**src/rtl/muldiv_pkg.sv**
```systemverilog
// muldiv_pkg: shared op encodings, FSM states and default widths for the
// iterative multiply/divide writeback unit. Rev 1.0
`default_nettype none

package muldiv_pkg;

  localparam int DEFAULT_DATA_WIDTH = 32;
  localparam int DEFAULT_ADDR_WIDTH = 6;

  typedef enum logic [1:0] {
    OP_MUL  = 2'b00,
    OP_MULH = 2'b01,
    OP_DIV  = 2'b10,
    OP_REM  = 2'b11
  } op_t;

  typedef enum logic [1:0] {
    IDLE = 2'b00,
    RUN  = 2'b01,
    WB   = 2'b10
  } state_t;

  // DIV/REM share the divider; MULH/REM take the upper half of the accumulator.
  function automatic logic op_is_div(input logic [1:0] i_op);
    return i_op[1];
  endfunction

  function automatic logic op_is_high(input logic [1:0] i_op);
    return i_op[0];
  endfunction

endpackage

`default_nettype wire

```
**src/rtl/muldiv_step.sv**
```systemverilog
// muldiv_step: one combinational iteration of shift-add multiply or
// restoring divide on a shared 2*DATA_WIDTH+1 bit accumulator. Rev 1.0
`default_nettype none

module muldiv_step
  import muldiv_pkg::*;
#(
  parameter int DATA_WIDTH = DEFAULT_DATA_WIDTH
) (
  input  logic                    i_is_div,
  input  logic [2*DATA_WIDTH:0]   i_acc,
  input  logic [DATA_WIDTH-1:0]   i_operand_b,
  output logic [2*DATA_WIDTH:0]   o_acc
);

  localparam int W = DATA_WIDTH;

  logic [W:0]   w_sum;
  logic [W+1:0] w_shifted;
  logic [W+1:0] w_diff;

  // Divide layout: {remainder[W:0], quotient[W-1:0]}; multiply uses the low 2W bits.
  always_comb begin
    w_sum     = {1'b0, i_acc[2*W-1:W]} + (i_acc[0] ? {1'b0, i_operand_b} : '0);
    w_shifted = {i_acc[2*W:W], i_acc[W-1]};
    w_diff    = w_shifted - {2'b00, i_operand_b};
    if (i_is_div) begin
      if (w_diff[W+1]) begin
        o_acc = {w_shifted[W:0], i_acc[W-2:0], 1'b0};
      end else begin
        o_acc = {w_diff[W:0], i_acc[W-2:0], 1'b1};
      end
    end else begin
      o_acc = {1'b0, w_sum, i_acc[W-1:1]};
    end
  end

endmodule

`default_nettype wire

```
**src/rtl/muldiv_writeback_unit.sv**
```systemverilog
// muldiv_writeback_unit: fixed-latency unsigned MUL/MULH/DIV/REM unit that
// drives the register file write port directly. Rev 1.0
`default_nettype none

module muldiv_writeback_unit
  import muldiv_pkg::*;
#(
  parameter int DATA_WIDTH = DEFAULT_DATA_WIDTH,
  parameter int ADDR_WIDTH = DEFAULT_ADDR_WIDTH
) (
  input  logic                  clock,
  input  logic                  reset_n,
  input  logic                  start,
  input  logic [1:0]            op,
  input  logic [DATA_WIDTH-1:0] operand_a,
  input  logic [DATA_WIDTH-1:0] operand_b,
  input  logic [ADDR_WIDTH-1:0] dest_reg,
  output logic                  busy,
  output logic [ADDR_WIDTH-1:0] write_reg,
  output logic [DATA_WIDTH-1:0] write_data,
  output logic                  reg_write
);

  localparam int W  = DATA_WIDTH;
  localparam int CW = $clog2(DATA_WIDTH);

  state_t                r_state;
  state_t                w_state_next;
  logic [CW-1:0]         r_count;
  logic [2*W:0]          r_acc;
  logic [2*W:0]          w_acc_next;
  logic [W-1:0]          r_operand_b;
  logic                  r_is_div;
  logic                  r_is_high;
  logic [ADDR_WIDTH-1:0] r_dest;
  logic [ADDR_WIDTH-1:0] r_write_reg;
  logic [W-1:0]          r_write_data;
  logic                  r_reg_write;
  logic                  w_last;

  muldiv_step #(
    .DATA_WIDTH (DATA_WIDTH)
  ) u_step (
    .i_is_div    (r_is_div),
    .i_acc       (r_acc),
    .i_operand_b (r_operand_b),
    .o_acc       (w_acc_next)
  );

  assign w_last = (r_count == CW'(DATA_WIDTH - 1));

  always_ff @(posedge clock or negedge reset_n) begin
    if (!reset_n) begin
      r_state <= IDLE;
    end else begin
      r_state <= w_state_next;
    end
  end

  always_comb begin
    w_state_next = r_state;
    case (r_state)
      IDLE:    if (start) w_state_next = RUN;
      RUN:     if (w_last) w_state_next = WB;
      WB:      w_state_next = IDLE;
      default: w_state_next = IDLE;
    endcase
  end

  always_ff @(posedge clock or negedge reset_n) begin
    if (!reset_n) begin
      r_count      <= '0;
      r_acc        <= '0;
      r_operand_b  <= '0;
      r_is_div     <= 1'b0;
      r_is_high    <= 1'b0;
      r_dest       <= '0;
      r_write_reg  <= '0;
      r_write_data <= '0;
      r_reg_write  <= 1'b0;
    end else begin
      r_reg_write <= 1'b0;
      case (r_state)
        IDLE: begin
          if (start) begin
            r_acc       <= {{(W+1){1'b0}}, operand_a};
            r_operand_b <= operand_b;
            r_is_div    <= op_is_div(op);
            r_is_high   <= op_is_high(op);
            r_dest      <= dest_reg;
            r_count     <= '0;
          end
        end
        RUN: begin
          r_acc   <= w_acc_next;
          r_count <= r_count + CW'(1);
          // Result is registered straight from the final iteration so WB needs no extra cycle.
          if (w_last) begin
            r_write_reg  <= r_dest;
            r_write_data <= r_is_high ? w_acc_next[2*W-1:W] : w_acc_next[W-1:0];
            r_reg_write  <= (r_dest != '0);
          end
        end
        default: ;
      endcase
    end
  end

  assign busy       = (r_state != IDLE);
  assign write_reg  = r_write_reg;
  assign write_data = r_write_data;
  assign reg_write  = r_reg_write;

endmodule

`default_nettype wire
```
**config.mk**
```make
export PLATFORM = sky130hd
export DESIGN_NAME = muldiv_writeback_unit
export DESIGN_NICKNAME = d
export VERILOG_FILES = /design/src/rtl/muldiv_pkg.sv /design/src/rtl/muldiv_step.sv /design/src/rtl/muldiv_writeback_unit.sv
export SDC_FILE = /design/constraint.sdc
export NUM_CORES = 1
export LEC_CHECK = 0
export ABC_AREA = 1
export ABC_CLOCK_PERIOD_IN_PS = 3900
export CORE_MARGIN = 1
export CORE_UTILIZATION = 35
export DETAILED_ROUTE_END_ITERATION = 10
export SYNTH_ARGS = -nofsm -noshare
export SYNTH_HDL_FRONTEND = slang
export SYNTH_SLANG_ARGS = --single-unit
export TNS_END_PERCENT = 1
```
**constraint.sdc**
```tcl
create_clock -name clock -period 3.9 [get_ports clock]
set_input_delay 0.585 -clock clock [delete_from_list [all_inputs] [get_ports clock]]
set_output_delay 0.585 -clock clock [all_outputs]
set_load 0.01 [all_outputs]
```
Word-level counts from Yosys, hierarchy flattened
Index checks and enable logic that the tools add are counted.
{"block": "word_totals", "elab_cells": 38, "output_inout_bits": 40, "input_bits": 75, "regBits": 151}
{"block": "op_classes", "n_addsub": 3, "n_eq_ne": 4, "n_mux": 13, "reduce_logical": 8}
{"operator": "two-way mux 65 bit", "n": 3}
{"operator": "case mux 65 bit (2 select lines)", "n": 1}
{"operator": "two-way mux 32 bit", "n": 2}
{"operator": "subtractor 34 x 32 -> 34 bit", "n": 1}
{"operator": "adder 32 x 33 -> 33 bit", "n": 1}
{"operator": "case mux 5 bit (2 select lines)", "n": 1}
{"operator": "AND reduction 2 bit", "n": 4}
{"operator": "nonzero test 6 bit", "n": 1}
{"operator": "adder 5 x 1 -> 5 bit, second input constant", "n": 1}
{"operator": "equality test 5 bit, second input constant", "n": 1}
{"operator": "two-way mux 5 bit", "n": 1}
{"operator": "two-way mux 2 bit", "n": 2}
{"operator": "!= test 2 bit, second input constant", "n": 2}
{"operator": "case mux 2 bit (2 select lines)", "n": 1}
{"operator": "nonzero test 2 bit", "n": 2}
{"operator": "equality test 2 x 1 -> 1 bit, second input constant", "n": 1}
{"operator": "zero test 2 bit", "n": 1}
{"operator": "two-way mux 1 bit", "n": 2}

Logic depth before layout (Yosys ltp)
Gate-level depths: netlist (run 1).
{"block": "depth", "word_depth": 4, "mapped_depth": 20, "depth_no_buf": 20}

By module
Synthesis (run 1) repeated with hierarchy kept, for this count alone.
{"block": "hier_totals", "cells_unflattened": 2167, "area_unflattened_um2": 13137.6}
{"module": "muldiv_writeback_unit", "cells_each": 868, "instances": 1, "seq_area_each_um2": 3778.6, "area_each_um2": 6762.7}
{"module": "muldiv_step", "cells_each": 1299, "instances": 1, "seq_area_each_um2": 0.0, "area_each_um2": 6374.9}

Least setup slack after synthesis (run 1)
No wires, ideal clock.
{"block": "synth_path", "path_type": "register to register", "startpoint": "register r_acc[0]", "endpoint": "register r_write_data[31], in the netlist write_data[31]", "setup_ns": 0.116, "path_buffers": 2, "synth_period_minus_slack_ns": 2.434, "arrival_ns": 2.318, "t_required_ns": 3.784, "stages_incl_launch_ff": 21, "slack_ns": 1.466, "path_cell_list": "dfrtp_1 > clkbuf_1 > clkbuf_1 > nand2_1 > inv_1 > ha_1 > fa_1 > nand3_1 > nand2_1 > nand4_1 > nand2_1 > nand2_1 > nand2_1 > nand3_1 > nand2_1 > nand2_1 > nand2_1 > nand2_1 > nand3_1 > nand2_1 > nand2_1"}
{"block": "synth_via", "elab_chain_cells": 4}
{"item": "start: declaration", "line_no": "muldiv_writeback_unit.sv:30", "text": "logic [2*W:0] r_acc;"}
{"item": "start signal: assignment", "line_no": "muldiv_writeback_unit.sv:86", "text": "r_acc <= {{(W+1){1'b0}}, operand_a};"}
{"item": "start signal: assignment", "line_no": "muldiv_writeback_unit.sv:95", "text": "r_acc <= w_acc_next;"}
{"item": "two-way mux 32 bit", "line_no": "muldiv_step.sv:24", "text": "w_sum = {1'b0, i_acc[2*W-1:W]} + (i_acc[0] ? {1'b0, i_operand_b} : '0);"}
{"item": "adder 32 x 33 -> 33 bit", "line_no": "muldiv_step.sv:24"}
{"item": "two-way mux 65 bit", "line_no": "muldiv_step.sv:27", "text": "if (i_is_div) begin"}
{"item": "two-way mux 32 bit", "line_no": "muldiv_writeback_unit.sv:100", "text": "r_write_data <= r_is_high ? w_acc_next[2*W-1:W] : w_acc_next[W-1:0];"}
{"item": "end signal: assignment", "line_no": "muldiv_writeback_unit.sv:100"}
{"item": "end: declaration", "line_no": "muldiv_writeback_unit.sv:37", "text": "logic [W-1:0] r_write_data;"}
Every way passes these cells.
A chain may end at the register's enable or synchronous reset.

Final worst setup path (run 1)
{"block": "layout_path", "startpoint": "register r_acc[0]", "endpoint": "register r_write_data[29], in the netlist write_data[29]"}
Same word-level chain as after synthesis.

==> summary.md, run 1 <==
The top cell types in the final layout, fill and taps aside, are 641 x sky130_fd_sc_hd__nand2_1, 333 x sky130_fd_sc_hd__inv_1, 207 x sky130_fd_sc_hd__nand3_1, 149 x sky130_fd_sc_hd__dfrtp_1, 122 x sky130_fd_sc_hd__nor2_1. The post-route fraction of the period consumed by the critical path works out to 89.8%. The root buffer cell chosen for the clock tree is sky130_fd_sc_hd__clkbuf_16.

Actual transition at the worst max-transition pin: 1.22 ns. Initial antenna violation count: 0. STA classifies the critical path endpoint as a flop.

The worst setup path is launched from a flop. The number of gates resized after CTS was 0. The die span in x works out to 190 µm. Setup repair after global routing left no endpoint under its margin.

For this run, the total global-route usage over all layers was measured as 25.0%. Summed over all nets, the half-perimeter wirelength after detailed placement is 34.1 mm. Summing all multi-input logic gate instances after layout gives 7070 µm². From synthesis to final layout, the design area changed by 17.6%. The region available for standard cell placement spans 34700 µm². For the sink count of the clock tree, the log shows 151.

The post-synthesis area per instance was 6.25 µm²; the die height was 190 µm. The worst setup path is of the flop to flop kind. The async set-reset flop share out of synthesis is 100%, and the final routed wirelength across all metal layers is 44.0 mm. The tools report the number of max-capacitance violations reported as 0. Synthesis instantiated 43 different standard cells from the library. The time the worst path needs with I/O delays and setup was 3.50 ns; the level count of the clock H-tree was 4. In the final layout, the share of cells above drive strength 1 is 4.24%. The flow ran to the end, and the final reports show no timing, DRC or antenna violations. The run gives 75 as the maximum number of pins on one net before global-route repair.

The gate count after technology mapping is 1983, and the maximum count of clock buffers along a single path is 2. The highest attainable clock frequency is 286 MHz, and the data arrival time at the worst-slack endpoint is 3.84 ns. Via count of the first global-routing pass: 12700. The mapped netlist covers 12400 µm².

For this configuration, the core starts out at a cell density of 35.7%. The die footprint is 36200 µm², and the floorplan row count is 68. The count of nets left with antenna violations once routing finished came out at 0.

In this run the worst path has a maximum fanout of 19. Leaving out fill and tap cells, the most frequent cell in the layout is sky130_fd_sc_hd__nand2_1. In this run the critical register-to-register path is launched from r_acc[0]. The number of fillers in the final layout was 3793. The first TritonRoute pass finished after 6 iterations.

The global placer's final weighted congestion came out at 0.983. The tools report the remaining max-slew budget at the tightest pin as 18.5%. The number of warning messages in the yosys log is 0. The biggest area consumer among synthesized cells is sky130_fd_sc_hd__dfrtp_1. The leading register cell type out of synthesis is sky130_fd_sc_hd__dfrtp_1.

The number of slew-limit violations in the final report was 0; the count of hold-fix buffers inserted at cts was 0. After detailed routing, the average wire length per cell comes to 17.4 µm. For the final worst clock skew, the log shows 0.0157 ns. The run gives 0 as the number of antenna cells inserted. The worst hold path belongs to the class input port to async pin. End of the worst register-to-register path: write_data[29]. The later pin in the worst-skew pair is clocked with a latency of 0.45 ns.

STA puts the critical path data required time at 4.24 ns. Counting cells, the worst reg-to-reg path comes to 14. In this run the post-CTS setup repair buffer count came out at 0.

The sequential standard cell area is 3780 µm². For this run the aggregate overflow at the end of global routing stands at 0. For flop-to-flop paths, the worst setup slack is 0.40 ns. Setup violations remaining at the end of the flow were counted as 0.

TritonCTS built the clock tree. By area the synthesized netlist is led by sky130_fd_sc_hd__dfrtp_1 30%, sky130_fd_sc_hd__nand2_1 19%, sky130_fd_sc_hd__inv_1 10%. After synthesis, the largest area contributor takes up 30.5% of total cell area.

More flip-flops sit in one register than any other, and that register is r_acc. Counting flops and latches in the post-synthesis netlist gives 151. During placement, the flow inserted port buffers numbering 114. The register with the most flip-flops in the layout has 65 of them. The number of remaining DRC errors was 0; the number of enable flip-flop cells after synthesis was 0.

In this run, the number of DRC markers left after iteration 0 of detailed routing was 1078. The first-pass GRT wire length was 69.2 mm; the sum of negative setup slack was 0 ns. The net count after synthesis was 2126. For the count of endpoints failing hold in the final timing report, the log shows 0. The run gives 17 as the number of clock buffers inserted by TritonCTS.

The portion of the post-synthesis area used by sequential elements came out at 30.5%. After clock tree synthesis, the clock-pin slew on the worst setup and hold paths is 0.08 ns. The via count is 13000. Using the TritonRoute via totals, the vias-per-cell ratio works out to 5.12.

In this run the count of I/O pins placed on the die edge is 115. After the last flow step, the layout net total stands at 2206.
==> stage by stage <==
step | utilization [%] | hold WS [ns] | instance area (µm²) | worst slack [ns] | cells
detailed placement | 40.3 | 0.465 | 14000 | 0.528 | 2499
global placement | 40.3 | 0.461 | 14000 | 0.519 | 2499
CTS | 42.0 | 0.181 | 14600 | 0.500 | 2531
floorplan | - | 0.289 | 12400 | 1.47 | 1983
global route | 42.0 | 0.208 | 14600 | 0.245 | 2531
finish | 42.0 | 0.164 | 14600 | 0.398 | 2531
==> critical path: stages (launching register included) <==
cell and delay (ns):
sky130_fd_sc_hd__dfrtp_1 0.71, sky130_fd_sc_hd__buf_4 0.39, sky130_fd_sc_hd__nand2_1 0.09, sky130_fd_sc_hd__inv_1 0.09, sky130_fd_sc_hd__ha_1 0.30, sky130_fd_sc_hd__a21oi_1 0.29, sky130_fd_sc_hd__o21ai_0 0.19, sky130_fd_sc_hd__a21boi_0 0.41
sky130_fd_sc_hd__nor2_1 0.09, sky130_fd_sc_hd__nor2_1 0.17, sky130_fd_sc_hd__nand3_1 0.10, sky130_fd_sc_hd__nand3_1 0.18, sky130_fd_sc_hd__nand3_1 0.19, sky130_fd_sc_hd__nand2_1 0.13, sky130_fd_sc_hd__nand2_1 0.05
==> cell usage after synthesis (8+ instances only) <==
library cell,count
sky130_fd_sc_hd__dfrtp_1,151
sky130_fd_sc_hd__nand4_1,13
sky130_fd_sc_hd__nand2_2,8
sky130_fd_sc_hd__nand2_1,643
sky130_fd_sc_hd__nor2_1,124
sky130_fd_sc_hd__a21o_1,10
sky130_fd_sc_hd__a21oi_1,104
sky130_fd_sc_hd__o211ai_1,30
sky130_fd_sc_hd__buf_2,8
sky130_fd_sc_hd__ha_1,66
sky130_fd_sc_hd__nand3b_1,11
sky130_fd_sc_hd__inv_1,333
sky130_fd_sc_hd__xnor2_1,12
sky130_fd_sc_hd__clkbuf_1,56
sky130_fd_sc_hd__o21ai_0,114
sky130_fd_sc_hd__o21ai_1,19
sky130_fd_sc_hd__nand3_1,207
sky130_fd_sc_hd__nor3_1,12
==> metal layers <==
layer  global-route usage, %  vias to the layer above  part of all wire (%)
met4                    9.11                        0                   3.1
met5                       0                        -                     0
li1                        -                     6461                     -
met1                    33.2                     6064                    45
met3                    3.36                       65                   5.2
met2                    41.2                      380                    46
==> cell type report <==
class | instances | share of cell area, %
repair buffers | 132 | 8.85
flip-flops and latches | 151 | 25.9
inverters | 337 | 8.68
clock inverters | 15 | 1.26
well taps | 455 | 3.90
multi-input cells | 1424 | 48.5
clock buffers | 17 | 2.92
==> worst max-delay path by stage <==
stage	cells past startpoint	slack, ns	startpoint	to
after global routing	15	0.25	r_acc[0]	write_data[29]
after CTS	14	0.50	r_acc[0]	write_data[29]
after detailed placement	14	0.53	r_acc[0]	write_data[29]
after floorplan	20	1.47	r_acc[0]	write_data[31]
final	14	0.40	r_acc[0]	write_data[29]
after global placement	14	0.52	r_acc[0]	write_data[29]
==> cells by family (layout without fill, tap and decap cells) <==
| logic type | count (synthesis) | in the layout | synth area share [%] |
|---|---|---|---|
| multiplexers | 7 | 7 | 0.636 |
| adder cells (fa/ha/maj) | 68 | 68 | 6.99 |
| XOR/XNOR | 15 | 15 | 1.06 |
| buffers and inverters | 408 | 501 | 12.6 |
| AO/OA/AOI/OAI | 300 | 300 | 13.4 |
| AND/OR/NAND/NOR | 1034 | 1034 | 34.8 |
| flip-flops | 151 | 151 | 30.5 |
Power of run 1 is left out: the tool's default activity adds up to more than one toggle a clock period on the data nets, which glitch-free logic cannot reach.
==> run 2, diff against run 1 <==
--- a/config.mk
+++ b/config.mk
@@ -8,8 +8,9 @@
 export ABC_AREA = 1
 export ABC_CLOCK_PERIOD_IN_PS = 3900
 export CORE_MARGIN = 1
-export CORE_UTILIZATION = 35
+export CORE_UTILIZATION = 40
 export DETAILED_ROUTE_END_ITERATION = 10
+export DONT_BUFFER_PORTS = 1
 export SYNTH_ARGS = -nofsm -noshare
 export SYNTH_HDL_FRONTEND = slang
 export SYNTH_SLANG_ARGS = --single-unit
==> run 2 against run 1 <==
Effect of this change:
- the run now ends with hold timing left
- worst hold slack lost 0.34 ns
- routed wire length shrank 2.7%
- global-route usage grew 2.9 points
- die area shrank 12%
- highest routed layer unchanged
==> summary.md, run 2 (synthesized netlist as in run 1, its figures left out) <==
Relative to the synthesized area, the layout overhead comes to 7.20%. The per-cell routed wire length is 18.2 µm (+4.6%). The floorplan row count is 64 (-5.9%).

The number of slew-limit violations in the final report was 0 (unchanged). For the first-pass GRT wire length, the log shows 66.5 mm (-3.9%). The initial antenna violation count was 0 (unchanged). The tools report the sink count of the clock tree as 151 (unchanged).

The run gives 0.945 (-3.9%) as the global placer's final weighted congestion. The post-detailed-placement half-perimeter wirelength was 33.1 mm (-2.7%). The number of clock buffers inserted by TritonCTS was 17 (unchanged). The I/O pin count is 115 (unchanged).

The sum of negative setup slack was 0 ns (unchanged). CTS placed an instance of sky130_fd_sc_hd__clkbuf_16 at the clock tree root. In the layout the commonest cells are 641 x sky130_fd_sc_hd__nand2_1, 333 x sky130_fd_sc_hd__inv_1, 207 x sky130_fd_sc_hd__nand3_1, 149 x sky130_fd_sc_hd__dfrtp_1, 122 x sky130_fd_sc_hd__nor2_1. Number of I/O port buffers: 0 (-100%). Data arrival time at the worst-slack endpoint: 3.64 ns (-0.20 ns). The logs give 0 (unchanged) for the setup fix buffers added after clock tree synthesis and 0 (unchanged) for the post-route antenna net violation count. On the critical path, the stage with the largest delay is an instance of sky130_fd_sc_hd__nand2_4. The flow ran to the end, but the final reports show violations. The maximum count of clock buffers along a single path came out at 2 (unchanged).

The sequential standard cell area was 3780 µm² (unchanged); the number of flip-flops under the largest register name was 65 (unchanged). The tools report the die footprint as 31700 µm² (-12%). Level count of the clock H-tree: 4 (unchanged). STA classifies the critical path startpoint as a flop. The post-route fraction of the period consumed by the critical path was 84.5% (-5.2 points); the aggregate global routing overflow was 0 (unchanged). The final worst clock skew came out at 0.0139 ns (-0.00179 ns). The time the worst path needs with I/O delays and setup is 3.30 ns (-0.204 ns). The clock input transition at the sequential cells of the worst setup and hold paths came out at 0.07 ns (about the same). The die height works out to 178 µm (-6.4%). The logs give 0 (unchanged) for the number of gates resized after cts and 0 (unchanged) for the final number of setup-violating endpoints. Number of remaining DRC errors: 0 (unchanged). The critical path goes through ha_1 > a21oi_1 > nor2_1 > nor3_1 > nand2_1 > nor2_4 > nand3_2 > nand2_4 > nand2_1 > nand3_1 > nand3_1 > nand2_1 > nand2_1.

r_acc holds more flip-flops than any other register. Final routed wirelength across all metal layers: 42.8 mm (-2.7%). TritonCTS built the clock tree. Remaining max-slew budget at the tightest pin: 41.6% (+23 points).

The logs give 11700 (-7.4%) for the via count of the first global-routing pass and 0.45 ns (about the same) for the clock latency at the later pin of the worst-skew pair. The ratio of routed vias to standard cells was 5.28 (+3.0%). The area of the multi-input gates came out at 7070 µm² (about the same). The delay contributed by the slowest stage of the critical path is 0.49 ns (-0.22 ns). The final reports fail on hold timing. Counting stages on the worst path, the most repeated cell is sky130_fd_sc_hd__nand2_1. The number of antenna cells inserted was 0 (unchanged). The detailed-router iteration count before antenna repair was 5 (-1). Via count: 12400 (-4.2%).

The library cell used most frequently in the layout, excluding fill and tap cells, is sky130_fd_sc_hd__nand2_1. The least setup slack across all paths after layout was 0.603 ns (+0.204 ns); the starting DRC count in detailed routing was 1167 (+8.3%). The data required time of the worst path was 4.25 ns (about the same). The maximum number of pins on one net before global-route repair came out at 152 (+100%).

The share of final-layout standard cells stronger than drive strength 1 works out to 4.19% (-0.049 points). The logs give 27.9% (+2.9 points) for the total routing resource utilization after global routing and 2087 (-5.4%) for the net count reported at finish. The actual transition at the worst max-transition pin is 0.876 ns (-0.344 ns). The tools report the post-placement setup slack as 0.689 ns (+0.161 ns). The die span in x is 178 µm (-6.4%). The worst setup path is captured at a flop. The tools report the number of fillers in the final layout as 3337 (-12%).

The initial cell density of the core is 40.6% (+4.9 points), and the worst hold slack after final layout is -0.177 ns (-0.341 ns). The tools report the number of max-capacitance violations reported as 0 (unchanged). The run gives 303 MHz (+6.2%) as the highest attainable clock frequency.

In this run the worst hold path is classified as input port to async pin. The run gives 151 (+151) as the count of endpoints failing hold in the final timing report. The placeable core region is 30500 µm² (-12%). The startpoint-to-endpoint class of the critical path is flop to flop.

Setup repair after global routing left no endpoint under its margin. The maximum fanout count along the critical path is 24 (+5).
-- run 2: through the flow --
stage	cells	utilization [%]	cell area, µm²
detailed placement	2321	41.7	12700
finish	2353	43.5	13300
floorplan	1983	-	12400
global placement	2321	41.7	12700
global route	2353	43.5	13300
CTS	2353	43.5	13300
-- run 2: area by class of cell --
type                            count  area share, %
Clock inverter                     14           1.03
Clock buffer                       18           3.31
Sequential cell                   151           28.5
Tap cell                          396           3.73
Multi-Input combinational cell   1424           53.2
Timing Repair Buffer               13          0.735
Inverter                          337           9.52
-- run 2: worst paths after layout --
kind                                   endpoint          from  cells after the start  slack, ns
min in group clock               r_operand_b[0]  operand_b[0]                      1       0.28
worst max-delay path              write_data[0]     r_acc[61]                     13       0.60
worst min register to register     write_reg[2]     r_dest[2]                      2       0.50
worst min-delay path            r_operand_b[15]       reset_n                      0      -0.18
worst max register to register    write_data[0]     r_acc[61]                     13       0.60
max in group asynchronous        r_operand_b[5]       reset_n                      0       3.63
-- run 2: layer usage --
metal | wire length, µm | part of all wire (%) | GRT usage, %
met4 | 1510 | 3.5 | 11.1
met2 | 19400 | 45 | 44.3
met1 | 19800 | 46 | 37.8
met3 | 2130 | 5.0 | 4.33
met5 | 0 | 0 | 0
-- run 2: critical path: cells and delay by family (launching register included) --
kind                     cells  cell delay (ns)
AO/OA/AOI/OAI                1             0.25
adder cells (fa/ha/maj)      1             0.39
AND/OR/NAND/NOR             11             2.10
flip-flops                   1             0.44
Power of run 2 is left out for the same reason.
==> run 3, diff against run 2 <==
--- a/config.mk
+++ b/config.mk
@@ -6,7 +6,7 @@
 export NUM_CORES = 1
 export LEC_CHECK = 0
 export ABC_AREA = 1
-export ABC_CLOCK_PERIOD_IN_PS = 3900
+export ABC_CLOCK_PERIOD_IN_PS = 3000
 export CORE_MARGIN = 1
 export CORE_UTILIZATION = 40
 export DETAILED_ROUTE_END_ITERATION = 10
==> constraint.sdc (replaced) <==
create_clock -name clock -period 3 [get_ports clock]
set_input_delay 0.45 -clock clock [delete_from_list [all_inputs] [get_ports clock]]
set_output_delay 0.45 -clock clock [all_outputs]
set_load 0.01 [all_outputs]
==> run 3 against run 2 <==
Effect of this change:
- via count up 1.0%
- the flow still finishes with violations (hold timing)
- first-iteration DRC count grew 9.8%
- critical path type unchanged
- largest cell class unchanged
- die area is the same
- routed wire length is 0.93% lower
==> summary.md, run 3 (synthesized netlist as in run 1, its figures left out) <==
The flow ran to the end, but the final reports show violations. The checks that failed: hold timing. The tools report the post-route antenna net violation count as 0 (unchanged).

The startpoint-to-endpoint class of the critical path was flop to flop. The worst setup path is captured at a flop. Sink count of the clock tree: 151 (unchanged). The die footprint is 31700 µm² (unchanged).

The maximum fanout count along the critical path is 22 (-8.3%). The data required time of the worst path came out at 3.33 ns (-0.92 ns). TritonCTS built the clock tree.

Number of max-capacitance violations reported: 0 (unchanged). Leaving out fill and tap cells, the most frequent cell in the layout is sky130_fd_sc_hd__nand2_1. Number of I/O port buffers: 0 (unchanged). The remaining max-slew budget at the tightest pin was 28.7% (-13 points); the setup fix buffers added after clock tree synthesis was 0 (unchanged). Number of remaining DRC errors: 0 (unchanged). CTS placed an instance of sky130_fd_sc_hd__clkbuf_16 at the clock tree root.

The run gives 0.974 (+3.1%) as the global placer's final weighted congestion. The total routing resource utilization after global routing was 27.3% (-0.57 points). The worst path buffer plus inverter count is 4 (+4). The delay contributed by the slowest stage of the critical path is 0.40 ns (-0.09 ns). The number of clock buffers inserted by TritonCTS was 17 (unchanged); the net count reported at finish was 2105 (+0.86%).

The register name with the most flops is r_acc. Broken down by cell family, the worst path's largest delay share belongs to compound AO/OA/AOI/OAI gates. The actual transition at the worst max-transition pin was 1.07 ns (+0.192 ns). The maximum count of clock buffers along a single path is 2 (unchanged). Highest attainable clock frequency: 353 MHz (+16%).

Number of fillers in the final layout: 3347 (+0.30%). The post-route fraction of the period consumed by the critical path came out at 94.4% (+9.9 points). The ratio of routed vias to standard cells was 5.29 (+0.21%); the final routed wirelength across all metal layers was 42.4 mm (-0.93%).

The tools report the final worst clock skew as 0.00929 ns (-0.00462 ns). The tools report the count of placed standard cells in the final layout, fillers left out as 2372 (+0.81%). The floorplan row count came out at 64 (unchanged).

Setup repair after global routing could not meet its margin everywhere. Data arrival time at the worst-slack endpoint: 3.17 ns (-0.47 ns). The logs give 11800 (+0.43%) for the via count of the first global-routing pass and 151 (unchanged) for the count of endpoints failing hold in the final timing report. The post-detailed-placement half-perimeter wirelength came out at 33.1 mm (about the same). The placeable core region was 30500 µm² (unchanged).

The run gives 65.7 mm (-1.3%) as the first-pass GRT wire length. Startpoint kind of the worst setup timing path: a flop. Maximum number of pins on one net before global-route repair: 152 (unchanged). The library cells used most frequently in the layout, excluding fill and tap cells, are 641 x sky130_fd_sc_hd__nand2_1, 333 x sky130_fd_sc_hd__inv_1, 206 x sky130_fd_sc_hd__nand3_1, 149 x sky130_fd_sc_hd__dfrtp_1, 121 x sky130_fd_sc_hd__nor2_1. The area added between synthesis and finish was 8.88%.

The die height works out to 178 µm (unchanged). The run gives 4 (unchanged) as the level count of the clock H-tree. The tools report the cell total after placement as 2339 (+0.78%). The starting DRC count in detailed routing was 1281 (+9.8%). The time the worst path needs with I/O delays and setup is 2.83 ns (-0.465 ns), and the worst hold slack after final layout is -0.300 ns (-0.123 ns). The clock input transition at the sequential cells of the worst setup and hold paths is 0.07 ns (about the same). The aggregate global routing overflow is 0 (unchanged). The slowest stage of the critical path belongs to the cell sky130_fd_sc_hd__dfrtp_1. The share of final-layout standard cells stronger than drive strength 1 was 5.22% (+1.0 points). The tightest min-delay check is of the input port to async pin type.

The logs give 115 (unchanged) for the I/O pin count and 0 (unchanged) for the final number of setup-violating endpoints. The number of flip-flops under the largest register name was 65 (unchanged); the detailed-router iteration count before antenna repair was 6 (+1). Most frequent cell on the critical path: sky130_fd_sc_hd__nand2_1. The die span in x is 178 µm (unchanged), and the clock latency at the later pin of the worst-skew pair is 0.45 ns (about the same). The critical path goes through buf_12 > buf_4 > nand2_1 > inv_1 > ha_1 > a21oi_1 > inv_1 > a31oi_1 > o21ai_0 > a21oi_1 > nand2_1 > nand2_1 > nand2_1 > nand2_1 > nand3_1 > nand2_1 > nand2_1. For the number of slew-limit violations in the final report, the log shows 0 (unchanged).

For the via count, the log shows 12500 (+1.0%). The initial antenna violation count is 1 (+1), and the per-cell routed wire length is 17.9 µm (-1.7%). The initial cell density of the core came out at 40.6% (unchanged).
==> run 3: through the flow <==
step           setup TNS [ns]  cell area (µm²)  utilization [%]  setup slack [ns]
2_1_floorplan               0            12400                -             0.566
3_3_place_gp                0            12900             42.2             0.188
3_5_place_dp                0            12900             42.2             0.172
4_1_cts                     0            13500             44.2             0.154
5_1_grt               -0.0190            13500             44.2           -0.0139
6_report                    0            13500             44.2             0.168
==> run 3: path summary, 6_finish.rpt <==
path	end	depth (start not counted)	from	slack [ns]
setup reg to reg	write_data[31]	17	r_acc[0]	0.17
hold reg to reg	r_count[0]	1	r_count[0]	0.50
setup / recovery	write_data[31]	17	r_acc[0]	0.17
min in group clock	r_dest[4]	1	dest_reg[4]	0.15
hold / removal	r_operand_b[23]	0	reset_n	-0.30
max in group asynchronous	r_is_high	0	reset_n	3.01
==> run 3: layout make-up <==
| cell class | instances | area, µm² | area share (%) |
|---|---|---|---|
| clock inverters | 15 | 183 | 1.35 |
| repair buffers | 31 | 262 | 1.94 |
| multi-input cells | 1424 | 7080 | 52.5 |
| inverters | 337 | 1260 | 9.37 |
| diodes | 1 | 2.50 | 0.0185 |
| well taps | 396 | 495 | 3.67 |
| flip-flops and latches | 151 | 3780 | 28.0 |
| clock buffers | 17 | 425 | 3.15 |
==> run 3: metal layers <==
metal | global-route usage [%] | vias up | part of all wire [%]
met4 | 7.73 | 0 | 2.2
met3 | 4.62 | 47 | 6.3
met5 | 0 | - | 0
met1 | 37.0 | 5847 | 45
li1 | - | 6266 | -
met2 | 44.5 | 387 | 46
==> run 3: what timing repair did <==
item                                   CTS  global route
setup endpoints to repair                0             9
endpoints found under the hold margin  151           151
gates resized for setup                  0             5
Power of run 3 is left out for the same reason.
